**config.mk**
```make
export PLATFORM = sky130hd
export DESIGN_NAME = i2c_arbiter
export DESIGN_NICKNAME = d
export VERILOG_FILES = /design/src/rtl/i2c_arb_pkg.sv /design/src/rtl/i2c_rr_pick.sv /design/src/rtl/i2c_arbiter.sv
export SDC_FILE = /design/constraint.sdc
export NUM_CORES = 1
export LEC_CHECK = 0
export ABC_AREA = 1
export BUFFER_PORTS_ARGS = -buffer_cell sky130_fd_sc_hd__clkbuf_2
export CELL_PAD_IN_SITES_DETAIL_PLACEMENT = 1
export CELL_PAD_IN_SITES_GLOBAL_PLACEMENT = 2
export CORE_UTILIZATION = 31
export DETAILED_ROUTE_END_ITERATION = 7
export PLACE_DENSITY = 0.84
export SYNTH_ARGS = -nofsm -noshare
export SYNTH_HDL_FRONTEND = slang
export SYNTH_SLANG_ARGS = --single-unit
```
**constraint.sdc**
```tcl
create_clock -name clk -period 2.4 [get_ports clk]
set_input_delay 0.24 -clock clk [delete_from_list [all_inputs] [get_ports clk]]
set_output_delay 0.24 -clock clk [all_outputs]
set_load 0.03 [all_outputs]
```
**src/rtl/i2c_arb_pkg.sv**
```systemverilog
// -----------------------------------------------------------------------------
// i2c_arb_pkg
//   Shared definitions for the I2C requester arbiter.
//   - arb_state_t : arbiter FSM encoding (IDLE/ISSUE/WAIT/GAP, 2 bit)
//   - CNT_W       : width of the timeout / write-gap counter
// -----------------------------------------------------------------------------
package i2c_arb_pkg;

  localparam int CNT_W = 16;

  typedef enum logic [1:0] {
    ST_IDLE  = 2'd0,
    ST_ISSUE = 2'd1,
    ST_WAIT  = 2'd2,
    ST_GAP   = 2'd3
  } arb_state_t;

endpackage

```
**src/rtl/i2c_rr_pick.sv**
```systemverilog
// -----------------------------------------------------------------------------
// i2c_rr_pick
//   Combinational round-robin selector. Searches the request vector starting
//   at (i_last + 1) mod N_REQ and returns the first set index.
// Ports
//   i_req   in  N_REQ   request levels
//   i_last  in  IDX_W   index of the most recently served requester
//   o_g     out IDX_W   selected requester (valid when o_any)
//   o_any   out 1       at least one request is pending
// -----------------------------------------------------------------------------
module i2c_rr_pick
  import i2c_arb_pkg::*;
#(
  parameter int N_REQ = 2,
  parameter int IDX_W = $clog2(N_REQ)
) (
  input  logic [N_REQ-1:0] i_req,
  input  logic [IDX_W-1:0] i_last,
  output logic [IDX_W-1:0] o_g,
  output logic             o_any
);

  // Candidate order: w_cand[0] is the requester right after i_last.
  logic [IDX_W-1:0] w_cand [N_REQ];

  genvar gi;
  generate
    for (gi = 0; gi < N_REQ; gi++) begin : g_cand
      assign w_cand[gi] = IDX_W'((int'(i_last) + gi + 1) % N_REQ);
    end
  endgenerate

  // Scan from the farthest candidate to the nearest so the nearest set
  // request is the last one written and therefore wins.
  always_comb begin
    o_g   = '0;
    o_any = 1'b0;
    for (int k = N_REQ - 1; k >= 0; k--) begin
      if (i_req[w_cand[k]]) begin
        o_g   = w_cand[k];
        o_any = 1'b1;
      end
    end
  end

endmodule

```
**src/rtl/i2c_arbiter.sv**
```systemverilog
// -----------------------------------------------------------------------------
// i2c_arbiter
//   Shares one i2c_dri between N_REQ requesters. Round-robin grant per
//   transaction, single-cycle i2c_exec, routing of done/read data back to the
//   winner, per-transaction timeout watchdog and a post-write idle gap that
//   covers the EEPROM internal write cycle.
// Ports
//   clk, rst_n      dri_clk from i2c_dri, asynchronous active-low reset
//   req             per-requester request level (held until own req_done)
//   req_rh_wl       per-requester read(1)/write(0)
//   req_addr        per-requester 16-bit word address, slice i = [16*i+:16]
//   req_data_w      per-requester 8-bit write data, slice i = [8*i+:8]
//   req_grant       one-hot, set while that requester's transaction is in flight
//   req_done        one-cycle completion pulse to the granted requester
//   req_err         1 = the completing transaction timed out
//   rd_data         read data, updated on successful reads only
//   busy            high in every state except IDLE
//   i2c_exec        one-cycle start pulse to i2c_dri
//   i2c_rh_wl/i2c_addr/i2c_data_w  registered command to i2c_dri
//   i2c_done/i2c_data_r            completion and read data from i2c_dri
// -----------------------------------------------------------------------------
module i2c_arbiter
  import i2c_arb_pkg::*;
#(
  parameter int               N_REQ   = 2,       // 2..4
  parameter logic [CNT_W-1:0] TIMEOUT = 16'd2000,
  parameter logic [CNT_W-1:0] WR_GAP  = 16'd5000
) (
  input  logic                 clk,
  input  logic                 rst_n,
  input  logic [N_REQ-1:0]     req,
  input  logic [N_REQ-1:0]     req_rh_wl,
  input  logic [16*N_REQ-1:0]  req_addr,
  input  logic [8*N_REQ-1:0]   req_data_w,
  output logic [N_REQ-1:0]     req_grant,
  output logic [N_REQ-1:0]     req_done,
  output logic                 req_err,
  output logic [7:0]           rd_data,
  output logic                 busy,
  output logic                 i2c_exec,
  output logic                 i2c_rh_wl,
  output logic [15:0]          i2c_addr,
  output logic [7:0]           i2c_data_w,
  input  logic                 i2c_done,
  input  logic [7:0]           i2c_data_r
);

  localparam int               IDX_W = $clog2(N_REQ);
  localparam logic [N_REQ-1:0] ONE   = N_REQ'(1);

  arb_state_t       r_state;
  arb_state_t       w_state_next;
  logic [IDX_W-1:0] r_g;
  logic [IDX_W-1:0] r_last;
  logic [CNT_W-1:0] r_timer;
  logic             r_gap_long;
  logic [N_REQ-1:0] r_grant;
  logic [N_REQ-1:0] r_done;
  logic             r_err;
  logic [7:0]       r_rd_data;
  logic             r_exec;
  logic             r_rh_wl;
  logic [15:0]      r_addr;
  logic [7:0]       r_data_w;

  logic [IDX_W-1:0] w_g;
  logic             w_any;
  logic             w_finish;
  logic [15:0]      w_addr   [N_REQ];
  logic [7:0]       w_data_w [N_REQ];

  // Unpack the flat per-requester command buses.
  genvar gi;
  generate
    for (gi = 0; gi < N_REQ; gi++) begin : g_unpack
      assign w_addr[gi]   = req_addr[16*gi +: 16];
      assign w_data_w[gi] = req_data_w[8*gi +: 8];
    end
  endgenerate

  i2c_rr_pick #(
    .N_REQ (N_REQ),
    .IDX_W (IDX_W)
  ) u_pick (
    .i_req  (req),
    .i_last (r_last),
    .o_g    (w_g),
    .o_any  (w_any)
  );

  // Next-state logic. The timer is zero during ISSUE and counts up through
  // ISSUE and WAIT, so the timeout completion pulse lands exactly TIMEOUT
  // cycles after the i2c_exec pulse. A done arriving in the timeout cycle
  // still counts as success.
  always_comb begin
    w_state_next = r_state;
    w_finish     = 1'b0;
    case (r_state)
      ST_IDLE: begin
        if (w_any) w_state_next = ST_ISSUE;
      end
      ST_ISSUE: begin
        w_state_next = ST_WAIT;
      end
      ST_WAIT: begin
        if (i2c_done || (r_timer >= TIMEOUT - 16'd1)) begin
          w_finish     = 1'b1;
          w_state_next = ST_GAP;
        end
      end
      ST_GAP: begin
        // Short gap (one cycle) unless a write just succeeded with WR_GAP>0.
        if (!r_gap_long || (r_timer >= WR_GAP - 16'd1)) w_state_next = ST_IDLE;
      end
      default: w_state_next = ST_IDLE;
    endcase
  end

  always_ff @(posedge clk or negedge rst_n) begin
    if (!rst_n) begin
      r_state    <= ST_IDLE;
      r_g        <= '0;
      r_last     <= IDX_W'(N_REQ - 1);   // requester 0 searched first
      r_timer    <= '0;
      r_gap_long <= 1'b0;
      r_grant    <= '0;
      r_done     <= '0;
      r_err      <= 1'b0;
      r_rd_data  <= '0;
      r_exec     <= 1'b0;
      r_rh_wl    <= 1'b0;
      r_addr     <= '0;
      r_data_w   <= '0;
    end else begin
      r_state <= w_state_next;
      r_exec  <= 1'b0;
      r_done  <= '0;
      r_err   <= 1'b0;
      case (r_state)
        ST_IDLE: begin
          if (w_any) begin
            r_g      <= w_g;
            r_grant  <= ONE << w_g;
            r_rh_wl  <= req_rh_wl[w_g];
            r_addr   <= w_addr[w_g];
            r_data_w <= w_data_w[w_g];
            r_timer  <= '0;
            r_exec   <= 1'b1;   // exec is high for the whole ISSUE cycle
          end
        end
        ST_ISSUE: begin
          r_timer <= r_timer + 16'd1;
        end
        ST_WAIT: begin
          r_timer <= r_timer + 16'd1;
          if (w_finish) begin
            r_done     <= r_grant;
            r_err      <= !i2c_done;
            if (i2c_done && r_rh_wl) r_rd_data <= i2c_data_r;
            r_last     <= r_g;
            r_grant    <= '0;
            r_timer    <= '0;
            r_gap_long <= i2c_done && !r_rh_wl && (WR_GAP != 16'd0);
          end
        end
        ST_GAP: begin
          r_timer <= r_timer + 16'd1;
        end
        default: ;
      endcase
    end
  end

  assign req_grant  = r_grant;
  assign req_done   = r_done;
  assign req_err    = r_err;
  assign rd_data    = r_rd_data;
  assign busy       = (r_state != ST_IDLE);
  assign i2c_exec   = r_exec;
  assign i2c_rh_wl  = r_rh_wl;
  assign i2c_addr   = r_addr;
  assign i2c_data_w = r_data_w;

endmodule

```
==> metrics.md, run 1 <==
| Metric | Value |
|---|---|
| Largest net degree at the start of global routing | `53` |
| H-tree Lvls | `3` |
| Root buf cell | `clkbuf_8` |
| Synth area leaders | `dfrtp_1 (49%), nand2_1 (14%), nor2_1 (5.6%)` |
| Final hold vios | `0` |
| CTS max path bufs | `2` |
| Clock Latency Late Sink | `between 0.3 and 0.4 ns` |
| Met2 wire length | `between 3000 and 4000 um` |
| Relative slew margins | `0.6465` |
| CTS sink count | `60` |
| Setup violations, final | `0` |
| Antenna violations before repair | `0` |
| Top Layer Used | `met4` |
| CTS Hold Bufs | `1` |
| Placeable Area | `roughly 9300 sq um` |
| Placer Congestion | `0.7444` |
| Placed cell count | `slightly below 600` |
| Detailed placement HPWL | `6282 um` |
| Tcrit/Tclk final | `0.7222` |
| Synth area leader | `dfrtp_1` |
| First-pass GRT wire length | `13,480 um` |
| Number of max-cap violations | `0` |
| WL/cell | `13.66 um` |
| ANT nets after route | `0` |
| Die Y | `100.8 um` |
| Simple-Gate Fraction of Synth Area | `0.2749` |
| Proportion of layout cells with a drive suffix above 1 | `0.3547` |
| Unique masters post-synth | `28` |
| Final wirelength | `8157 um` |
| Critical path capture point type | `register` |
| Post-Route M1 WL | `approximately 3600 um` |
| Number of global-route vias before repair | `between 2,000 and 3,000` |
| # DRC | `0` |
| Clock-pin slew on the worst setup and hold paths | `~0.070 ns` |
| Clock Skews | `~0.0078 ns` |
| Sequential fraction of the synthesis area | `0.4965` |
| Outcome | `finished, final reports clean` |
| Die area | `a little over 10,000 sq um` |
| GRT Total Usage | `0.1746` |
| Met3 WL post-DR | `622 um` |
| Complex-gate fraction of the synthesized area | `0.1000` |
| Global route overflow | `0` |
| Leak pwr | `approximately 1.9 nW` |
| CP Class | `register to register` |
| CP Max Fanout | `52` |
| Final TNS setup | `0 ns` |
| Cell Pwr Density | `between 1000 and 1500 nW/um^2` |
| #FFs+latches synth | `60` |
| Post-Synthesis Cells | `~360` |
| Initial core utilization | `0.3245` |
| Req. time, crit path | `roughly 2.7 ns` |
| Post-Synth XOR/XNOR Area | `0.02315` |
| RSZ-0062 raised after global routing | `false` |
| Chip Width | `a little over 100 um` |
| CP Launch Type | `register` |
| Mapped Area | `roughly 3000 sq um` |
| Area grow syn2layout | `28.85%` |
| Net count, final | `531` |
| Final Non-Filler Cells | `~600` |
| CP arrival | `1.99 ns` |
| FMAX | `roughly 580 MHz` |
| Row count | `35` |
| Top-area cell type share of the netlist area | `0.4878` |
| Syn_nets | `between 400 and 500` |
| Slew @ Worst Pin | `0.5303 ns` |
| Avg Cell Area, Syn | `approximately 8.5 sq um` |
| Vias | `between 2,000 and 3,000` |
| Max VDD drop | `0.0005545 V` |
| Iteration-0 DRC Markers | `41` |
| Main combinational cell family by area after synthesis | `simple AND/OR/NAND/NOR gates` |
| Slew Viols, Final | `0` |
| Port Buf Inserts | `102` |
| Number of synthesis warnings | `0` |
| Adder-cell area share of the yosys netlist | `0.02067` |
| # resized after CTS | `0` |
| DR vias/cell | `4.496` |
| Multiplexer share of the synthesized area | `0.02976` |
| Final min period | `~1.7 ns` |
| Setup Buffers After CTS | `0` |
| First-pass DRT Iterations | `4` |
| Setup slack after layout | `0.6668 ns` |
| CTS tree | `built` |
| TritonCTS Buffers | `9` |
| Hold Path Class | `primary input to register` |
| Ant. Diodes | `0` |
| Dpl ws | `between 0.6 and 0.7 ns` |
| IO Pins | `103` |
## worst max-delay path, cell delays in order (launching register included)
cell	delay (ns)
dfrtp_1	0.41
inv_1	0.11
ha_1	0.23
inv_2	0.11
nor2_4	0.11
buf_4	0.42
nor2_1	0.07
a31oi_1	0.17
## routing by layer
layer	track usage	up-vias
li1	-	1366
met2	0.2792	74
met4	0.05017	0
met1	0.2163	1234
met5	0	-
met3	0.07212	10
## synthesized netlist by cell type
cell     number
nor2_2        3
inv_2        10
nand3_4       1
a21oi_2       1
o21ai_0       4
nand3_2       2
nand2_2       6
ha_1          5
a31oi_1      25
nand2_1     110
nor3_2        3
inv_1        16
xor2_1        6
buf_6         1
o21ai_2      10
nor2_1       45
nor3_1        1
buf_2        10
dfrtp_1      59
dfstp_2       1
nand4_1       7
xnor2_1       2
buf_4         1
o21ai_1       6
nand3_1      12
nor2_4        1
or2_1         1
mux2_2        8
## flip-flops by register name, indices dropped and copies added (netlist names), 2 cells and up
name        cells
i2c_addr       16
r_timer        16
i2c_data_w      8
rd_data         8
r_state         2
req_done        2
req_grant       2
## area by class of cell
class / count / area [sq um]
Sequential cell: 60 / 1503
Multi-Input combinational cell: 259 / 1358
Tap cell: 129 / 161.4
Inverter: 26 / 97.59
Clock inverter: 4 / 72.57
Timing Repair Buffer: 107 / 563.0
Clock buffer: 12 / 145.1
Fill cell: 1184 / 5428
## cell usage in the layout, fill, tap and decap left out, types with 3 or more instances in the layout
cell type and count:
dfrtp_1 59, nor3_2 3, nor2_2 3, o21ai_0 4, clkbuf_2 102, mux2_2 8
clkbuf_8 10, a31oi_1 25, xor2_1 6, nor2_1 45, o21ai_2 10, buf_4 3
nand2_1 110, inv_1 16, nand4_1 7, nand2_2 6, ha_1 5, nand3_1 12
inv_2 10, o21ai_1 6
## kinds of logic (layout without fill, tap and decap cells)
group,Yosys count,after routing
fa+ha+maj,5,5
buf+inv,38,149
flops,60,60
simple gates,192,192
mux,8,8
xor+xnor,8,8
compound gates,46,46
## worst paths after layout
check	startpoint	endpoint	slack, ns	cells past startpoint
hold reg to reg	r_last$_DFFE_PN1P_	r_last$_DFFE_PN1P_	0.49	2
setup reg to reg	r_state[0]$_DFFE_PN0P_	i2c_data_w[7]$_DFFE_PN0P_	0.67	7
setup / recovery	r_state[0]$_DFFE_PN0P_	i2c_data_w[7]$_DFFE_PN0P_	0.67	7
max in group asynchronous	rst_n	req_done[0]$_DFF_PN0_	1.37	3
hold / removal	i2c_done	req_err$_DFF_PN0_	0.12	2
min in group asynchronous	rst_n	r_timer[2]$_DFFE_PN0P_	0.41	2
## where the power goes
part	switching [mW]	total, mW	internal [mW]
Combinational	1.52	2.17	0.643
Sequential	0.227	1.62	1.40
Clock	0.393	1.00	0.612
## per-stage QoR
step	instance area, sq um	util	total power, mW	hold slack, ns
floorplan	3027	-	3.193	-0.05559
global placement	3672	0.3937	3.794	0.2495
detailed placement	3672	0.3937	3.854	0.2449
CTS	3900	0.4181	4.884	0.1000
global route	3900	0.4181	5.147	0.1044
finish	3900	0.4181	4.792	0.1162
No activity file was read; power rests on OpenSTA's default activity.
==> run 2, diff against run 1 <==
- CORE_UTILIZATION: 31 -> 26
- PLACE_DENSITY: 0.84 -> 0.75
- clock period: 2.4 -> 1.4 ns (I/O delays scaled with it)
==> run 2 against run 1 <==
Against the previous run: the flow now finishes with violations (negative setup slack); wire length increased by 15%; power increased by 110%; count of clock-buffer cells in the layout decreased by 3; final cell count increased by 9.9%; flip-flop and latch count unchanged; sequential power increased by 75%; hold slack got worse by 0.077 ns; worst setup slack got worse by 0.70 ns; non-clock buffer count increased by 45; core utilization decreased by 0.64 points; critical path depth decreased by 2; clock skew increased by 0.0030 ns; critical endpoint is now busy.
==> metrics.md, run 2 (same netlist as run 1, synthesis figures left out) <==
| Metric | Value |
|---|---|
| Slowest cell on the critical path | `dfrtp_1` |
| Critical path capture point type | `output pin` |
| WL/cell | `around 14 um` |
| CP Max Fanout | `3` |
| H-tree Lvls | `3` |
| Iteration-0 DRC Markers | `around 100` |
| FILL cells | `roughly 1,400` |
| Hold Path Class | `primary input to register` |
| Relative slew margins | `0.7745` |
| Clock power frac | `0.238` |
| Dpl ws | `-0.1064 ns` |
| CP top delay family | `buffers and inverters` |
| ANT nets after route | `0` |
| CP Class | `register to output pin` |
| FMAX | `~700 MHz` |
| CTS sink count | `60` |
| Port Buf Inserts | `a little over 100` |
| Initial core utilization | `0.2662` |
| Net count, final | `576` |
| Outcome | `finished with violations` |
| Row count | `39` |
| First-pass DRT Iterations | `4` |
| Combinational cell fraction of total power | `0.485` |
| Req. time, crit path | `between 1 and 1.5 ns` |
| P_int | `5.922 mW` |
| Antenna violations before repair | `0` |
| Sequential Power Share | `0.277` |
| RSZ-0062 raised after global routing | `true` |
| DR vias/cell | `between 4 and 5` |
| Crit-path max cell delay | `roughly 0.4 ns` |
| Global route overflow | `0` |
| CTS tree | `built` |
| Detailed placement HPWL | `between 6000 and 7000 um` |
| Fin area | `4681 sq um` |
| Vias | `~3,000` |
| CP arrival | `1.30 ns` |
| Clock-pin slew on the worst setup and hold paths | `roughly 0.06 ns` |
| Total Power | `10.24 mW` |
| Setup slack after layout | `-0.03687 ns` |
| First-pass GRT wire length | `about 15,000 um` |
| Ant. Diodes | `0` |
| Crit path buf inv count | `4` |
| Slew Viols, Final | `0` |
| Max VDD drop | `between 0.0009 and 0.001 V` |
| Placeable Area | `11,370 sq um` |
| Tcrit/Tclk final | `1.026` |
| Failing checks | `negative setup slack` |
| Leak pwr | `between 2 and 2.5 nW` |
| IO Pins | `around 100` |
| CP cell instances | `inv_2 -> ha_4 -> inv_4 -> buf_6 -> buf_8` |
| Die area | `roughly 12,000 sq um` |
| Number of global-route vias before repair | `just over 3,000` |
| Area grow syn2layout | `54.65%` |
| Cell Pwr Density | `2188 nW/um^2` |
| Placer Congestion | `roughly 0.73` |
| CTS max path bufs | `2` |
| TritonCTS Buffers | `9` |
| Area after DPL | `3965 sq um` |
| Final hold vios | `0` |
| Setup violations, final | `8` |
| Largest net degree at the start of global routing | `just over 60` |
| Net switching power | `4.320 mW` |
| Die Y | `between 100 and 150 um` |
| CP Launch Type | `register` |
| Final min period | `around 1.4 ns` |
| Most frequent cells in the layout | `nand2_1 (105), clkbuf_2 (101), dfrtp_1 (59)` |
| Final wirelength | `9388 um` |
| Number of max-cap violations | `0` |
| Hold slack | `0.03914 ns` |
| Proportion of layout cells with a drive suffix above 1 | `0.4873` |
| Switching part of the total | `0.4218` |
| # DRC | `0` |
| Slew @ Worst Pin | `0.3382 ns` |
| Root buf cell | `clkbuf_16` |
| Chip Width | `109.9 um` |
| Commonest non-fill, non-tap cell in the layout | `nand2_1` |
| Clock Latency Late Sink | `roughly 0.33 ns` |
| Final core occ | `0.4117` |
| Clock Skews | `0.01077 ns` |
| GRT Total Usage | `0.1625` |
## run 2: changes by cell type in the layout (fill, tap and decap cells not counted), moves of 4 or more
| cell | change |
|---|---|
| nor2_2 | +19 |
| clkbuf_16 | +13 |
| nor2_1 | -23 |
| nor2_4 | +4 |
| nand2_1 | -5 |
| clkbuf_8 | -10 |
| buf_4 | +35 |
## run 2: final timing paths
kind	startpoint	to	slack [ns]	cells past startpoint
min in group asynchronous	rst_n	r_timer[0]$_DFFE_PN0P_	0.36	3
worst min-delay path	i2c_data_r[7]	rd_data[7]$_DFFE_PN0P_	0.04	2
worst max register to register	r_last$_DFFE_PN1P_	i2c_addr[6]$_DFFE_PN0P_	-0.02	8
worst max-delay path	r_state[0]$_DFFE_PN0P_	busy	-0.04	5
worst min register to register	r_last$_DFFE_PN1P_	r_last$_DFFE_PN1P_	0.50	2
max in group asynchronous	rst_n	r_last$_DFFE_PN1P_	0.71	3
## run 2: area by class of cell
| class | instances | area (sq um) | area share |
|---|---|---|---|
| Sequential cell | 60 | 1503 | 0.3210 |
| Clock buffer | 9 | 225.2 | 0.04812 |
| Tap cell | 143 | 178.9 | 0.03823 |
| Inverter | 26 | 105.1 | 0.02245 |
| Timing Repair Buffer | 152 | 1030 | 0.2200 |
| Multi-Input combinational cell | 259 | 1539 | 0.3288 |
| Clock inverter | 7 | 100.1 | 0.02138 |
## run 2: power by group through the flow
stage	registers, mW	clock network (mW)	logic [mW]
after floorplan	3.80	0	1.70
after global placement	2.77	0	4.03
after detailed placement	2.80	0	4.07
after CTS	2.77	2.51	4.38
after global routing	2.91	2.61	5.43
final	2.83	2.44	4.97
## run 2: timing repair
action                                  4_1_cts  5_1_grt
endpoints found under the setup margin       53       52
buffers inserted                              6        3
hold buffers                                  1        0
cloned                                        0        4
hold endpoints to repair                     59        0
resized for setup                            17       41
pin swaps                                     2        8
## run 2: per-stage QoR
| step | std cells | setup TNS (ns) |
|---|---|---|
| global placement | 626 | -0.7190 |
| finish | 656 | -0.08288 |
| CTS | 649 | -0.08643 |
| detailed placement | 626 | -1.999 |
| floorplan | 357 | 0 |
| global route | 656 | -2.401 |
## run 2: routing by layer
| layer | wire [um] | GRT usage | share of wire | vias up |
|---|---|---|---|---|
| met4 | 107 | 0.05714 | 0.011 | 0 |
| li1 | - | - | - | 1469 |
| met2 | 4522 | 0.2612 | 0.48 | 74 |
| met1 | 4073 | 0.1956 | 0.43 | 1450 |
| met5 | 0 | 0 | 0 | - |
| met3 | 685 | 0.06520 | 0.073 | 8 |
==> run 3, diff against run 2 <==
- SKIP_LAST_GASP: default -> 1
==> run 3 against run 2 <==
Against the previous run: the flow still finishes with violations (negative setup slack); highest routed layer unchanged; critical path type unchanged; first-iteration DRC count rose by 1.0%; count of clock-buffer cells in the layout did not move; sequential power barely moved.
==> metrics.md, run 3 (same netlist as run 1, synthesis figures left out) <==
| Metric | Value |
|---|---|
| Number of max-cap violations | `0` |
| Register area | `1503 sq um` |
| Slew Viols, Final | `0` |
| Multi-input combinational cell area | `roughly 1500 sq um` |
| Hold slack | `around 0.04 ns` |
| Final wirelength | `9387 um` |
| Port Buf Inserts | `102` |
| H-tree Lvls | `3` |
| Placer Congestion | `around 0.73` |
| Setup violations, final | `8` |
| Reg-to-Reg End | `i2c_addr[6]$_DFFE_PN0P_` |
| DR vias/cell | `4.575` |
| Clock Latency Late Sink | `between 0.3 and 0.4 ns` |
| # DRC | `0` |
| Chip Width | `approximately 110 um` |
| TritonCTS Buffers | `9` |
| Root buf cell | `clkbuf_16` |
| ANT nets after route | `0` |
| Relative slew margins | `0.7747` |
| Area after DPL | `3965 sq um` |
| GR Util met2 | `0.2612` |
| Slew @ Worst Pin | `around 0.34 ns` |
| Net count, final | `between 500 and 600` |
| Met1 Usage GRT | `0.1956` |
| Die Y | `109.9 um` |
| First-pass GRT wire length | `between 10,000 and 15,000 um` |
| Cell Pwr Density | `roughly 2200 nW/um^2` |
| Proportion of layout cells with a drive suffix above 1 | `0.4834` |
| Initial core utilization | `0.2662` |
| Area grow syn2layout | `54.49%` |
| IO Pins | `103` |
| Most frequent cells in the layout | `nand2_1 (105), clkbuf_2 (101), dfrtp_1 (59)` |
| Die area | `between 10,000 and 15,000 sq um` |
| Fin area | `approximately 4700 sq um` |
| Detailed placement HPWL | `between 6000 and 7000 um` |
| Final min period | `about 1.4 ns` |
| Req. time, crit path | `1.26 ns` |
| Ant. Diodes | `0` |
| First-pass DRT Iterations | `4` |
| Setup slack after layout | `-0.03687 ns` |
| FILL cells | `between 1,000 and 1,500` |
| RSZ-0062 raised after global routing | `true` |
| Crit path from | `r_state[0]$_DFFE_PN0P_` |
| Outcome | `finished with violations` |
| Leak pwr | `between 2 and 2.5 nW` |
| Clock-pin slew on the worst setup and hold paths | `approximately 0.060 ns` |
| Tcrit/Tclk final | `1.026` |
| Antenna violations before repair | `0` |
| CTS max path bufs | `2` |
| Vias | `~3,000` |
| Row count | `39` |
| Max VDD drop | `between 0.0009 and 0.001 V` |
| Critical path capture point type | `output pin` |
| Largest net degree at the start of global routing | `61` |
| GRT busiest layer | `met2` |
| Hold Path Class | `primary input to register` |
| Global route overflow | `0` |
| CP Max Fanout | `3` |
| WL/cell | `between 10 and 15 um` |
| GRT Total Usage | `0.1625` |
| Final hold vios | `0` |
| Iteration-0 DRC Markers | `99` |
| Launching point of the worst reg2reg path | `r_last$_DFFE_PN1P_` |
| CTS tree | `built` |
| Critical Path Sink | `busy` |
| Reg2Reg Setup Slack | `-0.02 ns` |
| CP Launch Type | `register` |
| Placeable Area | `around 11,000 sq um` |
| CTS sink count | `60` |
| Failing checks | `negative setup slack` |
| FMAX | `roughly 700 MHz` |
| Clock Skews | `roughly 0.011 ns` |
| CP Class | `register to output pin` |
| Met3 Track Usage GR | `0.06520` |
| CP arrival | `~1.3 ns` |
| Number of global-route vias before repair | `3,103` |
| Commonest non-fill, non-tap cell in the layout | `nand2_1` |
| R2R depth | `8` |
-- run 3: cell counts in the layout (fill, tap and decap cells not counted) --
Identical to the previous run, type by type.
-- run 3: worst min-delay path by stage --
stage,from,slack [ns],cells past startpoint,to
2_1_floorplan,rst_n,-0.16,0,i2c_addr[0]$_DFFE_PN0P_
3_3_place_gp,rst_n,0.19,2,r_timer[7]$_DFFE_PN0P_
3_5_place_dp,rst_n,0.19,2,r_timer[7]$_DFFE_PN0P_
4_1_cts,i2c_data_r[7],0.03,2,rd_data[7]$_DFFE_PN0P_
5_1_grt,i2c_data_r[5],0.03,2,rd_data[5]$_DFFE_PN0P_
6_report,i2c_data_r[7],0.04,2,rd_data[7]$_DFFE_PN0P_
-- run 3: per-stage QoR --
step | utilization | power (mW) | cells | TNS [ns] | setup slack (ns)
after global placement | 0.3487 | 6.798 | 626 | -0.7190 | -0.05128
after detailed placement | 0.3487 | 6.869 | 626 | -1.999 | -0.1064
after global routing | 0.4112 | 10.93 | 656 | -2.475 | -0.08368
after floorplan | - | 5.498 | 357 | 0 | 0.007195
after CTS | 0.3876 | 9.664 | 649 | -0.08643 | -0.05051
final | 0.4112 | 10.22 | 656 | -0.08089 | -0.03687
-- run 3: worst max-delay path, stage by stage, from the launching register on --
cell and delay (ns):
dfrtp_1 0.40, inv_2 0.10, ha_4 0.15, inv_4 0.05, buf_6 0.13, buf_8 0.13
-- run 3: what timing repair did --
action	4_1_cts	5_1_grt
resized for setup	17	38
pin swaps	2	8
hold endpoints to repair	59	0
cloned	0	4
hold buffers	1	0
setup endpoints to repair	53	52
buffers inserted	6	3
-- run 3: power breakdown --
group | internal (mW) | switching (mW)
sequential | 2.39 | 0.434
clock | 1.57 | 0.872
combinational | 1.95 | 3.00
total | 5.91 | 4.31
-- run 3: metal layers --
metal	part of all wire	vias up	wire length (um)
li1	-	1469	-
met5	0	-	0
met2	0.48	74	4522
met1	0.43	1450	4071
met4	0.011	0	107
met3	0.073	8	685
-- run 3: layout make-up --
cell class | instances | area share
Inverter | 26 | 0.02248
Timing Repair Buffer | 152 | 0.2202
Clock buffer | 9 | 0.04817
Sequential cell | 60 | 0.3214
Clock inverter | 7 | 0.02141
Tap cell | 143 | 0.03827
Multi-Input combinational cell | 259 | 0.3281
